### src/rtl/rom_sdram_loader_pkg.sv
// Shared definitions for the ROM-to-SDRAM loader: controller state encoding
// and the helpers that derive the byte-lane geometry from the data width.
package rom_sdram_loader_pkg;

  typedef enum logic [2:0] {
    IDLE,
    STABILIZE,
    GATHER,
    WRITE,
    VERIFY_RD,
    VERIFY_WAIT,
    DONE
  } loaderState_e;

  // Number of byte lanes in one SDRAM word
  function automatic int bytesOf(input int dataWidth);
    return dataWidth / 8;
  endfunction

  // Width of a lane index; a single-lane word still gets a 1-bit index
  function automatic int laneWidthOf(input int bytes);
    return (bytes > 1) ? $clog2(bytes) : 1;
  endfunction

endpackage

### src/rtl/rom_sdram_loader_if.sv
// Avalon-style SDRAM controller port used by the loader. The loader is the
// master; the SDRAM controller (or a bench model of it) is the slave.
interface rom_sdram_loader_if
  import rom_sdram_loader_pkg::*;
#(
  parameter int ADDR_WIDTH = 22,
  parameter int DATA_WIDTH = 16
);
  localparam int BYTES = bytesOf(DATA_WIDTH);

  logic [ADDR_WIDTH-1:0] address;
  logic [BYTES-1:0]      be_n;
  logic                  cs;
  logic [DATA_WIDTH-1:0] writedata;
  logic                  rd_n;
  logic                  wr_n;
  logic [DATA_WIDTH-1:0] readdata;
  logic                  readdatavalid;
  logic                  waitrequest;

  modport master (
    output address, be_n, cs, writedata, rd_n, wr_n,
    input  readdata, readdatavalid, waitrequest
  );

  modport slave (
    input  address, be_n, cs, writedata, rd_n, wr_n,
    output readdata, readdatavalid, waitrequest
  );

endinterface

### src/rtl/rom_sdram_loader_byte_packer.sv
// Assembles ROM bytes into one little-endian SDRAM word. A byte landing in
// lane 0 starts a fresh word: every other lane is zeroed and disabled, so a
// short final word leaves its unused lanes at data 0 / be_n 1. The same
// register holds the expected word during read-back, and the compare only
// looks at lanes that were actually filled.
module loader_byte_packer
  import rom_sdram_loader_pkg::*;
#(
  parameter int DATA_WIDTH = 16,
  parameter int BYTES      = bytesOf(DATA_WIDTH),
  parameter int LW         = laneWidthOf(BYTES)
) (
  input  logic                  clk,
  input  logic                  reset,
  input  logic                  load_i,
  input  logic [LW-1:0]         lane_i,
  input  logic [7:0]            byte_i,
  input  logic [DATA_WIDTH-1:0] cmp_data_i,
  output logic [DATA_WIDTH-1:0] word_o,
  output logic [BYTES-1:0]      be_n_o,
  output logic                  match_o
);

  logic [DATA_WIDTH-1:0] wordData_q, wordData_d;
  logic [BYTES-1:0]      beN_q, beN_d;

  // Place the incoming byte in its lane, clearing the rest on a new word
  always_comb begin
    wordData_d = wordData_q;
    beN_d      = beN_q;
    if (load_i) begin
      for (int l = 0; l < BYTES; l++) begin
        if (LW'(l) == lane_i) begin
          wordData_d[l*8 +: 8] = byte_i;
          beN_d[l]             = 1'b0;
        end else if (lane_i == '0) begin
          wordData_d[l*8 +: 8] = 8'h00;
          beN_d[l]             = 1'b1;
        end
      end
    end
  end

  // Word and lane-enable registers
  always_ff @(posedge clk or posedge reset) begin
    if (reset) begin
      wordData_q <= '0;
      beN_q      <= '0;
    end else begin
      wordData_q <= wordData_d;
      beN_q      <= beN_d;
    end
  end

  // Read-back compare over enabled lanes only
  always_comb begin
    match_o = 1'b1;
    for (int l = 0; l < BYTES; l++) begin
      if (!beN_q[l] && (cmp_data_i[l*8 +: 8] != wordData_q[l*8 +: 8])) begin
        match_o = 1'b0;
      end
    end
  end

  assign word_o = wordData_q;
  assign be_n_o = beN_q;

endmodule

### src/rtl/rom_sdram_loader.sv
// Copies byte_count bytes from the program ROM into SDRAM after the
// controller has finished initialising, optionally reading every word back
// to confirm it. CPU fetch logic waits on done and inspects error.
module rom_sdram_loader
  import rom_sdram_loader_pkg::*;
#(
  parameter int ADDR_WIDTH     = 22,
  parameter int DATA_WIDTH     = 16,
  parameter int SRC_ADDR_WIDTH = 32,
  parameter int VERIFY         = 1,
  parameter int INIT_WAIT      = 20
) (
  input  logic                      clk,
  input  logic                      reset,
  input  logic                      start_i,
  input  logic                      init_done_i,
  input  logic [ADDR_WIDTH-1:0]     base_addr_i,
  input  logic [SRC_ADDR_WIDTH-1:0] byte_count_i,
  output logic [SRC_ADDR_WIDTH-1:0] src_address_o,
  input  logic [7:0]                src_byte_i,
  rom_sdram_loader_if.master        avm,
  output logic                      busy_o,
  output logic                      done_o,
  output logic                      error_o,
  output logic [ADDR_WIDTH-1:0]     error_addr_o
);

  localparam int BYTES = bytesOf(DATA_WIDTH);
  localparam int LW    = laneWidthOf(BYTES);

  loaderState_e              state_q, state_d;
  logic [ADDR_WIDTH-1:0]     baseAddr_q, baseAddr_d;
  logic [SRC_ADDR_WIDTH-1:0] byteCount_q, byteCount_d;
  logic [SRC_ADDR_WIDTH-1:0] srcAddr_q, srcAddr_d;
  logic [ADDR_WIDTH-1:0]     wordIdx_q, wordIdx_d;
  logic [31:0]               stabCnt_q, stabCnt_d;
  logic                      reqPhase_q, reqPhase_d;
  logic                      error_q, error_d;
  logic [ADDR_WIDTH-1:0]     errorAddr_q, errorAddr_d;

  logic [LW-1:0]         lane;
  logic                  lastByte;
  logic                  moreBytes;
  logic                  capture;
  logic                  wordMatch;
  logic [ADDR_WIDTH-1:0] wordAddr;
  logic [DATA_WIDTH-1:0] packWord;
  logic [BYTES-1:0]      packBeN;

  assign lane      = LW'(srcAddr_q % SRC_ADDR_WIDTH'(BYTES));
  assign lastByte  = (srcAddr_q == byteCount_q - SRC_ADDR_WIDTH'(1)) ||
                     (lane == LW'(BYTES - 1));
  assign moreBytes = (srcAddr_q < byteCount_q);
  assign wordAddr  = baseAddr_q + wordIdx_q;
  assign capture   = (state_q == GATHER) || ((state_q == VERIFY_RD) && !reqPhase_q);

  loader_byte_packer #(
    .DATA_WIDTH (DATA_WIDTH)
  ) u_packer (
    .clk        (clk),
    .reset      (reset),
    .load_i     (capture),
    .lane_i     (lane),
    .byte_i     (src_byte_i),
    .cmp_data_i (avm.readdata),
    .word_o     (packWord),
    .be_n_o     (packBeN),
    .match_o    (wordMatch)
  );

  // Next-state logic for the copy / verify sequence
  always_comb begin
    state_d     = state_q;
    baseAddr_d  = baseAddr_q;
    byteCount_d = byteCount_q;
    srcAddr_d   = srcAddr_q;
    wordIdx_d   = wordIdx_q;
    stabCnt_d   = stabCnt_q;
    reqPhase_d  = reqPhase_q;
    error_d     = error_q;
    errorAddr_d = errorAddr_q;
    case (state_q)
      IDLE: begin
        if (start_i) begin
          baseAddr_d  = base_addr_i;
          byteCount_d = byte_count_i;
          srcAddr_d   = '0;
          wordIdx_d   = '0;
          stabCnt_d   = '0;
          reqPhase_d  = 1'b0;
          error_d     = 1'b0;
          errorAddr_d = '0;
          state_d     = (byte_count_i == '0) ? DONE : STABILIZE;
        end
      end
      STABILIZE: begin
        if (!init_done_i) begin
          stabCnt_d = '0;
        end else if (stabCnt_q + 32'd1 >= 32'(INIT_WAIT)) begin
          stabCnt_d = '0;
          state_d   = GATHER;
        end else begin
          stabCnt_d = stabCnt_q + 32'd1;
        end
      end
      GATHER: begin
        srcAddr_d = srcAddr_q + SRC_ADDR_WIDTH'(1);
        if (lastByte) state_d = WRITE;
      end
      WRITE: begin
        if (!avm.waitrequest) begin
          wordIdx_d = wordIdx_q + ADDR_WIDTH'(1);
          if (moreBytes) begin
            state_d = GATHER;
          end else if (VERIFY != 0) begin
            wordIdx_d  = '0;
            srcAddr_d  = '0;
            reqPhase_d = 1'b0;
            state_d    = VERIFY_RD;
          end else begin
            state_d = DONE;
          end
        end
      end
      VERIFY_RD: begin
        if (!reqPhase_q) begin
          srcAddr_d = srcAddr_q + SRC_ADDR_WIDTH'(1);
          if (lastByte) reqPhase_d = 1'b1;
        end else if (!avm.waitrequest) begin
          reqPhase_d = 1'b0;
          state_d    = VERIFY_WAIT;
        end
      end
      VERIFY_WAIT: begin
        if (avm.readdatavalid) begin
          if (!wordMatch) begin
            error_d     = 1'b1;
            errorAddr_d = wordAddr;
            state_d     = DONE;
          end else begin
            wordIdx_d = wordIdx_q + ADDR_WIDTH'(1);
            state_d   = moreBytes ? VERIFY_RD : DONE;
          end
        end
      end
      DONE:    state_d = IDLE;
      default: state_d = IDLE;
    endcase
  end

  // State and datapath registers
  always_ff @(posedge clk or posedge reset) begin
    if (reset) begin
      state_q     <= IDLE;
      baseAddr_q  <= '0;
      byteCount_q <= '0;
      srcAddr_q   <= '0;
      wordIdx_q   <= '0;
      stabCnt_q   <= '0;
      reqPhase_q  <= 1'b0;
      error_q     <= 1'b0;
      errorAddr_q <= '0;
    end else begin
      state_q     <= state_d;
      baseAddr_q  <= baseAddr_d;
      byteCount_q <= byteCount_d;
      srcAddr_q   <= srcAddr_d;
      wordIdx_q   <= wordIdx_d;
      stabCnt_q   <= stabCnt_d;
      reqPhase_q  <= reqPhase_d;
      error_q     <= error_d;
      errorAddr_q <= errorAddr_d;
    end
  end

  assign avm.address   = wordAddr;
  assign avm.be_n      = packBeN;
  assign avm.cs        = 1'b1;
  assign avm.writedata = packWord;
  assign avm.wr_n      = (state_q != WRITE);
  assign avm.rd_n      = !((state_q == VERIFY_RD) && reqPhase_q);

  assign src_address_o = srcAddr_q;
  assign busy_o        = (state_q != IDLE) && (state_q != DONE);
  assign done_o        = (state_q == DONE);
  assign error_o       = error_q;
  assign error_addr_o  = errorAddr_q;

endmodule

### src/flat_wrapper.sv
// flat-port wrapper written by rule: the top's interface ports become plain ports
module rom_sdram_loader_flat import rom_sdram_loader_pkg::*;
#(
  parameter int ADDR_WIDTH     = 22,
  parameter int DATA_WIDTH     = 16,
  parameter int SRC_ADDR_WIDTH = 32,
  parameter int VERIFY         = 1,
  parameter int INIT_WAIT      = 20
)
  (clk, reset, start_i, init_done_i, base_addr_i, byte_count_i, src_address_o, src_byte_i, busy_o, done_o, error_o, error_addr_o, avm_address, avm_be_n, avm_cs, avm_writedata, avm_rd_n, avm_wr_n, avm_readdata, avm_readdatavalid, avm_waitrequest);
  rom_sdram_loader_if #(.ADDR_WIDTH(ADDR_WIDTH), .DATA_WIDTH(DATA_WIDTH)) avm_i ();
  input  logic clk;
  input  logic reset;
  input  logic start_i;
  input  logic init_done_i;
  input  logic [ADDR_WIDTH-1:0] base_addr_i;
  input  logic [SRC_ADDR_WIDTH-1:0] byte_count_i;
  output logic [SRC_ADDR_WIDTH-1:0] src_address_o;
  input  logic [7:0] src_byte_i;
  output logic busy_o;
  output logic done_o;
  output logic error_o;
  output logic [ADDR_WIDTH-1:0] error_addr_o;
  output wire logic [$bits(avm_i.address)-1:0] avm_address;
  output wire logic [$bits(avm_i.be_n)-1:0] avm_be_n;
  output wire logic [$bits(avm_i.cs)-1:0] avm_cs;
  output wire logic [$bits(avm_i.writedata)-1:0] avm_writedata;
  output wire logic [$bits(avm_i.rd_n)-1:0] avm_rd_n;
  output wire logic [$bits(avm_i.wr_n)-1:0] avm_wr_n;
  input wire logic [$bits(avm_i.readdata)-1:0] avm_readdata;
  input wire logic [$bits(avm_i.readdatavalid)-1:0] avm_readdatavalid;
  input wire logic [$bits(avm_i.waitrequest)-1:0] avm_waitrequest;
  assign avm_address = avm_i.address;
  assign avm_be_n = avm_i.be_n;
  assign avm_cs = avm_i.cs;
  assign avm_writedata = avm_i.writedata;
  assign avm_rd_n = avm_i.rd_n;
  assign avm_wr_n = avm_i.wr_n;
  assign avm_i.readdata = avm_readdata;
  assign avm_i.readdatavalid = avm_readdatavalid;
  assign avm_i.waitrequest = avm_waitrequest;
  rom_sdram_loader #(.ADDR_WIDTH(ADDR_WIDTH), .DATA_WIDTH(DATA_WIDTH), .SRC_ADDR_WIDTH(SRC_ADDR_WIDTH), .VERIFY(VERIFY), .INIT_WAIT(INIT_WAIT)) u_core (.clk(clk), .reset(reset), .start_i(start_i), .init_done_i(init_done_i), .base_addr_i(base_addr_i), .byte_count_i(byte_count_i), .src_address_o(src_address_o), .src_byte_i(src_byte_i), .avm(avm_i), .busy_o(busy_o), .done_o(done_o), .error_o(error_o), .error_addr_o(error_addr_o));
endmodule
### config.mk
export PLATFORM = sky130hd
export DESIGN_NAME = rom_sdram_loader_flat
export DESIGN_NICKNAME = d
export VERILOG_FILES = /design/src/rtl/rom_sdram_loader_pkg.sv /design/src/rtl/rom_sdram_loader_if.sv /design/src/rtl/rom_sdram_loader_byte_packer.sv /design/src/rtl/rom_sdram_loader.sv /design/src/flat_wrapper.sv
export SDC_FILE = /design/constraint.sdc
export NUM_CORES = 1
export LEC_CHECK = 0
export ABC_AREA = 1
export CAP_MARGIN = 25
export CORE_ASPECT_RATIO = 1.5
export CORE_MARGIN = 2
export CORE_UTILIZATION = 41
export CTS_CLUSTER_DIAMETER = 80
export DETAILED_ROUTE_END_ITERATION = 6
export GPL_ROUTABILITY_DRIVEN = 0
export PLACE_DENSITY = 0.66
export SLEW_MARGIN = 0
export SYNTH_ARGS = -nofsm -noshare
export SYNTH_HDL_FRONTEND = slang
export SYNTH_SLANG_ARGS = --single-unit
### constraint.sdc
create_clock -name clk -period 16.1 [get_ports clk]
set_clock_uncertainty 0.2 [all_clocks]
set_input_delay 1.61 -clock clk [delete_from_list [all_inputs] [get_ports clk]]
set_output_delay 1.61 -clock clk [all_outputs]
set_load 0.005 [all_outputs]
==> flow_summary.yaml, run 1 <==
drt:
  firstDrtPassIters: 7
  routed_wl_mm: 38.9
  drcViolationCount: 5
  via_count: 12700
  postRouteAntennaNets: 0
  vias_per_cell: 5.24
  dr.first_iter.drc_count: 766
  routedWlPerCell_um: 16.1
clock_network:
  cts_hold_buf: 0
  clock_path_buffers: 2
  insertion_delay_ns: 0.46
  cts_tree: "yes"
  clk_pin_slew_ns: 0.07
  cts_root_buffer: "clkbuf_16"
  cts_resized: 0
  postCtsSetupBuffers: 0
  clock_sinks: 184
  htree_levels: 4
  numCtsBuffers: 17
synthesis:
  yosysMostFrequentCell: "nand2_1"
  netlist_instances: 1837
  syn_area_sq_mm: 0.0129
  ys_warn_count: 0
  async_flop_share_pct: 100
  synth_seq_area_share_pct: 35.7
  synth_top_area_share_pct: 35.7
  syn_area_per_cell_sq_um: 7.02
  yosys.area.top_type: "dfrtp_1"
  synth-main-ff-cell: "dfrtp_1"
  synth-seq-cells: 184
  synth.cells.most_frequent: "nand2_1, nor2_1, inv_1, dfrtp_1, o21ai_0"
  synth_edf_count: 0
  synth.area.top_cells: "dfrtp_1, nand2_1, nor2_1, inv_1, ha_1"
  syn-num-nets: 1979
  ys_types: 49
critical_path:
  cp_cell_sequence: "ha_1, a21oi_1, o21ai_0, a21oi_1, inv_1, a21oi_1, o21bai_1, nand2_1, nand2_1, xor2_1, clkdlybuf4s50_1"
  path_delay_family: "compound AO/OA/AOI/OAI gates"
  worstPathArrival_ns: 3.30
  max_stage_delay_ns: 0.55
  cp_slowest_cell: "clkdlybuf4s50_1"
  worst-path-max-fanout: 4
  start_kind: "register"
  crit_type: "reg2out"
  critPathRequiredTime_ns: 14.29
  crit_buf_inv: 2
  cp-end-kind: "output port"
  crit_top_cell: "a21oi_1"
flow_run:
  maxCapViolations: 0
placed_design:
  port_buffers: 181
  dpl_cell_area_sq_mm: 0.0151
  hpwl_mm: 30.1
  place_inst: 2383
sta:
  tns_ns: 0
  tightest_slew_ns: 1.03
  fmax_mhz: 196
  setup_violations: 0
  slew_headroom_pct: 31.1
  fin_crit_ns: 5.11
  maxSlewViolCount: 0
  finalHoldViolCount: 0
  rsz0062_at_grt: "no"
  final.period_utilization_pct: 31.7
min_path:
  hold_path.class: "reg2reg"
floorplan:
  core_area_sq_mm: 0.0310
  die_y_um: 221
  num_rows: 79
  fp.dieW_um: 149
  start_util_pct: 41.6
  dieArea_sq_mm: 0.0329
  ios: 184
power_and_ir_drop:
  ir_drop_mv: 0.0943
  leakage_nw: 7.34
  powerDensity_mw_per_mm2: 132
grt:
  grt-ovfl-total: 0
  grt_pass1_wl_mm: 63.5
  antenna_found_initial: 0
  track_usage_pct: 24.2
  grt_pass1_vias: 12700
  grt_max_degree: 121
run_status:
  violations: "design-rule violations"
  status: "finished with violations"
final_layout:
  n_antenna_cell: 0
  area_growth_pct: 21.5
  final_nets: 2141
  drive_above_1_share_pct: 4.17
  final_cells: 2417
  design_area_sq_mm: 0.0157
==> path summary, 6_finish.rpt <==
kind                                         start                         end  slack [ns]  depth (start not counted)
hold reg to reg            u_core.error_addr_o[15]     u_core.error_addr_o[15]        0.29                          2
hold / removal             u_core.error_addr_o[15]     u_core.error_addr_o[15]        0.29                          2
max in group asynchronous                    reset  u_core.u_packer.word_o[11]       12.82                          3
setup reg to reg           u_core.src_address_o[0]     u_core.src_address_o[9]       11.94                         16
min in group asynchronous                    reset        u_core.stabCnt_q[11]        1.50                          2
setup / recovery               u_core.wordIdx_q[6]             avm_address[17]       10.99                         11
==> logic make-up (layout without fill, tap and decap cells) <==
| group | count (synthesis) | after routing | share of synthesized area, % |
|---|---|---|---|
| simple gates | 980 | 980 | 32.7 |
| buf+inv | 279 | 454 | 8.36 |
| compound gates | 223 | 223 | 9.83 |
| flops | 184 | 184 | 35.7 |
| xor+xnor | 103 | 103 | 6.99 |
| fa+ha+maj | 58 | 58 | 5.68 |
| mux | 8 | 8 | 0.699 |
| other cells | 2 | 2 | 0.0582 |
==> layer usage <==
layer,up-vias,wire [um],GRT usage [%]
met5,-,0,0
met4,0,1990,12.8
met3,128,1750,4.35
met2,368,20500,44.2
met1,5890,14700,26.2
li1,6268,-,-
==> flip-flops by register name, summed over array words and instances, names as in the netlist <==
signal and flops:
u_core.reqPhase_q 1, u_core.error_o 1, u_core.state_q 3, u_core.byteCount_q 32, u_core.stabCnt_q 32, u_core.error_addr_o 22, u_core.u_packer.word_o 16, u_core.src_address_o 32
u_core.u_packer.be_n_o 1, u_core.baseAddr_q 22, u_core.wordIdx_q 22
==> report_power, final <==
part / internal [mW] / switching, mW
registers: 0.568 / 0.138
logic: 0.378 / 0.545
clock network: 0.232 / 0.200
total: 1.18 / 0.882
==> per-stage QoR <==
step	power, mW	hold WS (ns)	utilization [%]	worst slack (ns)
floorplan	1.28	0.253	-	9.29
global placement	1.60	0.265	48.5	11.42
detailed placement	1.62	0.264	48.5	11.32
CTS	2.06	0.293	50.4	10.98
global route	2.23	0.306	50.5	10.71
finish	2.06	0.290	50.5	10.99
==> layout by cell type (no fill, tap or decap), drive strengths merged, types with 3 or more instances in the layout <==
cell and instances:
a21oi 61, a22o 14, buf 4, clkbuf 18, clkdlybuf4s50 181, clkinv 6, dfrtp 184, ha 57
inv 242, mux2 8, nand2 518, nand3 84, nand3b 7, nand4 58, nor2 237, nor3 56
nor3b 3, nor4 13, o21a 3, o21ai 112, o21bai 8, o22ai 5, o31ai 11, xnor2 40
xor2 63
==> worst reg2reg max path, delay by kind of cell (launching register included) <==
family	cells	cell delay (ns)
simple gates	8	1.45
buf+inv	3	0.96
flops	1	0.66
compound gates	4	0.55
fa+ha+maj	1	0.23
==> layout make-up <==
cell class              instances  area [sq um]
flip-flops and latches        184          4600
well taps                     405           507
fillers                      3118         15400
multi-input cells            1374          7220
clock inverters                14           159
inverters                     237           900
repair buffers                185          1850
clock buffers                  18           429
Note: power is estimated with default switching activity, not from simulation.
==> run 2, diff against run 1 <==
Clock period 16.1 ns to 5.3 ns, I/O delays scaled along.
==> flow_summary.yaml, run 2 (synthesized netlist as in run 1, its figures left out) <==
drt:
  vias_per_cell: 5.24
  firstDrtPassIters: 5
  routed_wl_mm: 39.0
  drcViolationCount: 0
  routedWlPerCell_um: 16.1
  via_count: 12700
  dr.first_iter.drc_count: 849
  postRouteAntennaNets: 0
floorplan:
  dieArea_sq_mm: 0.0329
  num_rows: 79
  start_util_pct: 41.6
  ios: 184
  fp.dieW_um: 149
  die_y_um: 221
  core_area_sq_mm: 0.0310
min_path:
  hold_depth: 2
  hold_start: "u_core.error_addr_o[16]"
  whs_endpoint: "u_core.error_addr_o[16]"
  hold_path.class: "reg2reg"
clock_network:
  cts_tree: "yes"
  numCtsBuffers: 17
  clock_sinks: 184
  insertion_delay_ns: 0.46
  cts_hold_buf: 0
  clock_path_buffers: 2
  clk_pin_slew_ns: 0.07
  cts_resized: 0
  htree_levels: 4
  cts_root_buffer: "clkbuf_16"
  postCtsSetupBuffers: 0
power_and_ir_drop:
  combPwrFrac_pct: 44.6
  sequentialPowerShare_pct: 33.2
  ir_drop_mv: 0.271
  leakage_nw: 7.39
  powerDensity_mw_per_mm2: 406
  switching_share_pct: 41.4
  p_int_mw: 3.76
  p_clk_share_pct: 22.1
  totalPowerFinal_mw: 6.41
  power.switching_mw: 2.65
final_layout:
  fillers: 3083
  layout_common_cells: "nand2_1, nor2_1, inv_1, dfrtp_1, clkdlybuf4s50_1"
  final_nets: 2144
  area_growth_pct: 22.3
  n_antenna_cell: 0
  final_common_cell: "nand2_1"
  drive_above_1_share_pct: 4.22
sta:
  fmax_mhz: 247
  finalHoldViolCount: 0
  fin_crit_ns: 4.05
  final.period_utilization_pct: 76.3
  tns_ns: 0
  setup_violations: 0
  tightest_slew_ns: 0.877
  maxSlewViolCount: 0
  slew_headroom_pct: 41.5
  rsz0062_at_grt: "no"
critical_path:
  rrSetupSlack_ns: 1.93
  worstPathArrival_ns: 3.32
  r2r_end: "u_core.src_address_o[5]"
  crit_type: "reg2out"
  start_kind: "register"
  worst-path-max-fanout: 7
  rr_worst_depth: 13
  critPathRequiredTime_ns: 4.57
  reg2reg_from: "u_core.src_address_o[23]"
  cp-end-kind: "output port"
placed_design:
  port_buffers: 181
  hpwl_mm: 30.3
grt:
  grt_max_degree: 119
  grt_pass1_wl_mm: 63.1
  grt-ovfl-total: 0
  antenna_found_initial: 0
  track_usage_pct: 24.0
  grt_pass1_vias: 12500
run_status:
  status: "complete, no violations"
flow_run:
  maxCapViolations: 0
==> run 2: per-layer routing <==
metal / routed length, um / track usage, %
met1: 14800 / 26.2
met2: 20500 / 44.2
met3: 1950 / 4.23
met4: 1730 / 12.0
met5: 0 / 0
==> run 2: how the worst max path moves through the flow <==
stage	from	endpoint	slack (ns)	depth (start not counted)
floorplan	reset	u_core.baseAddr_q[0]	2.21	1
global placement	u_core.wordIdx_q[0]	avm_address[14]	1.82	10
detailed placement	u_core.wordIdx_q[0]	avm_address[14]	1.78	10
CTS	u_core.wordIdx_q[0]	avm_address[14]	1.27	10
global route	u_core.wordIdx_q[2]	avm_address[17]	1.09	11
finish	u_core.wordIdx_q[0]	avm_address[14]	1.25	10
==> run 2: area by class of cell <==
cell class	instances	area [sq um]	share of cell area, %
Multi-Input combinational cell	1374	7220	45.8
Sequential cell	184	4600	29.2
Timing Repair Buffer	188	1900	12.0
Inverter	237	896	5.68
Clock buffer	26	519	3.29
Tap cell	405	507	3.21
Clock inverter	6	134	0.849
==> run 2: power by group through the flow <==
stage          clock (mW)  combinational [mW]  sequential [mW]
2_1_floorplan           0                1.87             2.01
3_3_place_gp            0                2.79             2.15
3_5_place_dp            0                2.84             2.15
4_1_cts              1.45                2.87             2.13
5_1_grt              1.51                3.22             2.17
6_report             1.42                2.86             2.13
==> run 2: critical path: stages (launching register included) <==
cell and delay, ns:
dfrtp_1 0.45, ha_1 0.26, fa_1 0.40, a21oi_1 0.18, o21ai_1 0.20, a21oi_1 0.28, nor2_1 0.07, nor2_1 0.19
o31ai_1 0.11, xor2_1 0.18, clkdlybuf4s50_1 0.54
==> run 2: stage by stage <==
step	util, %	setup slack, ns	hold WS (ns)	cells	instance area [sq um]
after detailed placement	48.7	1.78	0.266	2388	15100
after global placement	48.6	1.82	0.265	2387	15100
after CTS	50.8	1.27	0.289	2420	15800
after floorplan	-	2.21	0.253	1837	12900
final	50.8	1.25	0.282	2420	15800
after global routing	50.8	1.09	0.307	2420	15800
==> run 3, diff against run 2 <==
Settings changed: PLACE_DENSITY 0.66 to 0.68.
Clock period 5.3 ns to 3.5 ns, I/O delays scaled along.
==> flow_summary.yaml, run 3 (synthesized netlist as in run 1, its figures left out) <==
critical_path:
  worst-path-max-fanout: 4
  cp_slowest_cell: "clkdlybuf4s50_1"
  crit_cells: 11
  cp_cell_sequence: "ha_4, nand2_1, nor2_2, nand2_1, inv_1, nand4_1, o211ai_1, buf_4, buf_4, xor2_2, clkdlybuf4s50_1"
  crit_path_start: "u_core.baseAddr_q[12]"
  rr_worst_depth: 13
  crit_type: "reg2out"
  path_delay_family: "buffers and inverters"
  start_kind: "register"
  max_stage_delay_ns: 0.55
  worstPathArrival_ns: 2.94
  cp-end-kind: "output port"
  reg2reg_from: "u_core.byteCount_q[29]"
  critPathRequiredTime_ns: 2.95
  crit_buf_inv: 4
sta:
  final.period_utilization_pct: 99.6
  fin_crit_ns: 3.49
  maxSlewViolCount: 0
  finalHoldViolCount: 0
  rsz0062_at_grt: "yes"
  slew_headroom_pct: 45.8
  setup_violations: 0
  setup_ws_ns: 0.0123
  fmax_mhz: 287
  tightest_slew_ns: 0.813
final_layout:
  final_common_cell: "nand2_1"
  drive_above_1_share_pct: 10.0
  fillers: 2943
  area_growth_pct: 27.9
  n_antenna_cell: 0
  final_nets: 2206
  multi_input_area_sq_mm: 0.00756
  final-seq-area_sq_mm: 0.00462
  final_cells: 2482
  layout_common_cells: "nand2_1, inv_1, nor2_1, clkdlybuf4s50_1, dfrtp_1"
clock_network:
  insertion_delay_ns: 0.46
  htree_levels: 4
  numCtsBuffers: 17
  cts_root_buffer: "clkbuf_16"
  clock_path_buffers: 2
  clk_pin_slew_ns: 0.07
  clock_sinks: 184
  cts_tree: "yes"
flow_run:
  maxCapViolations: 0
floorplan:
  num_rows: 79
  start_util_pct: 41.6
  fp.dieW_um: 149
  die_y_um: 221
  core_area_sq_mm: 0.0310
  dieArea_sq_mm: 0.0329
  ios: 184
min_path:
  hold_depth: 3
  hold_path.class: "in2reg"
  hold_start: "base_addr_i[21]"
grt:
  grt-ovfl-total: 0
  grt_pass1_vias: 13100
  antenna_found_initial: 0
  grt_max_degree: 113
  grt_pass1_wl_mm: 65.3
  track_usage_pct: 25.1
placed_design:
  place_inst: 2431
  place_ws_ns: 0.267
  port_buffers: 181
  hpwl_mm: 31.5
power_and_ir_drop:
  powerDensity_mw_per_mm2: 590
  leakage_nw: 7.70
  ir_drop_mv: 0.364
drt:
  routedWlPerCell_um: 16.4
  vias_per_cell: 5.29
  via_count: 13100
  drcViolationCount: 0
  routed_wl_mm: 40.7
  dr.first_iter.drc_count: 943
  postRouteAntennaNets: 0
  firstDrtPassIters: 5
run_status:
  status: "complete, no violations"
[run 3: cell count changes in the layout (fill, tap and decap cells not counted), sizes merged]
| cell | delta |
|---|---|
| buf | +61 |
| bufinv | -4 |
| clkbuf | -2 |
| clkdlybuf4s50 | -5 |
| clkinv | +2 |
| clkinvlp | +1 |
| dlygate4sd2 | +1 |
| dlygate4sd3 | +1 |
| dlymetal6s2s | +4 |
| inv | +3 |
[run 3: final timing paths]
kind                                                  to  slack (ns)
worst max-delay path                     avm_address[19]        0.01
worst min-delay path               u_core.baseAddr_q[21]        0.23
worst max register to register  u_core.src_address_o[29]        0.39
worst min register to register   u_core.error_addr_o[14]        0.29
max in group asynchronous       u_core.src_address_o[24]        1.64
min in group asynchronous          u_core.baseAddr_q[14]        0.56
[run 3: tightest hold or removal path: cells and delay by family]
family / cells / cell delay, ns
buffers and inverters: 1 / 0.39
AND/OR/NAND/NOR: 2 / 0.10
[run 3: power breakdown]
| part | switching (mW) | internal, mW |
|---|---|---|
| Clock | 0.871 | 0.992 |
| Sequential | 0.580 | 2.61 |
| Combinational | 2.71 | 1.97 |
[run 3: what timing repair did]
| action | in CTS | in global routing |
|---|---|---|
| pin swaps | 6 | 10 |
| hold buffers | 1 | 0 |
| setup endpoints to repair | 9 | 12 |
| buffers inserted | 7 | 11 |
| resized for setup | 33 | 42 |
| endpoints found under the hold margin | 9 | 0 |
[run 3: final cells by class]
type	instances	share of cell area (%)
multi-input cells	1374	45.8
clock buffers	24	2.98
repair buffers	250	14.3
clock inverters	8	0.372
flip-flops and latches	184	28.0
inverters	237	5.43
well taps	405	3.07
[run 3: through the flow]
stage	util, %	power, mW	hold slack (ns)	cell area (sq um)	setup TNS, ns
after global placement	49.7	7.60	0.267	15400	0
after floorplan	-	5.88	0.253	12900	0
after detailed placement	49.7	7.67	0.269	15400	0
after global routing	53.2	10.5	0.217	16500	-0.172
after CTS	52.3	9.66	0.206	16200	-0.0260
final	53.2	9.74	0.227	16500	0
[run 3: routing by layer]
metal | global-route usage, % | share of wire [%]
met3 | 4.12 | 5.0
met5 | 0 | 0
met1 | 26.3 | 37
met4 | 16.2 | 7.0
met2 | 45.6 | 51
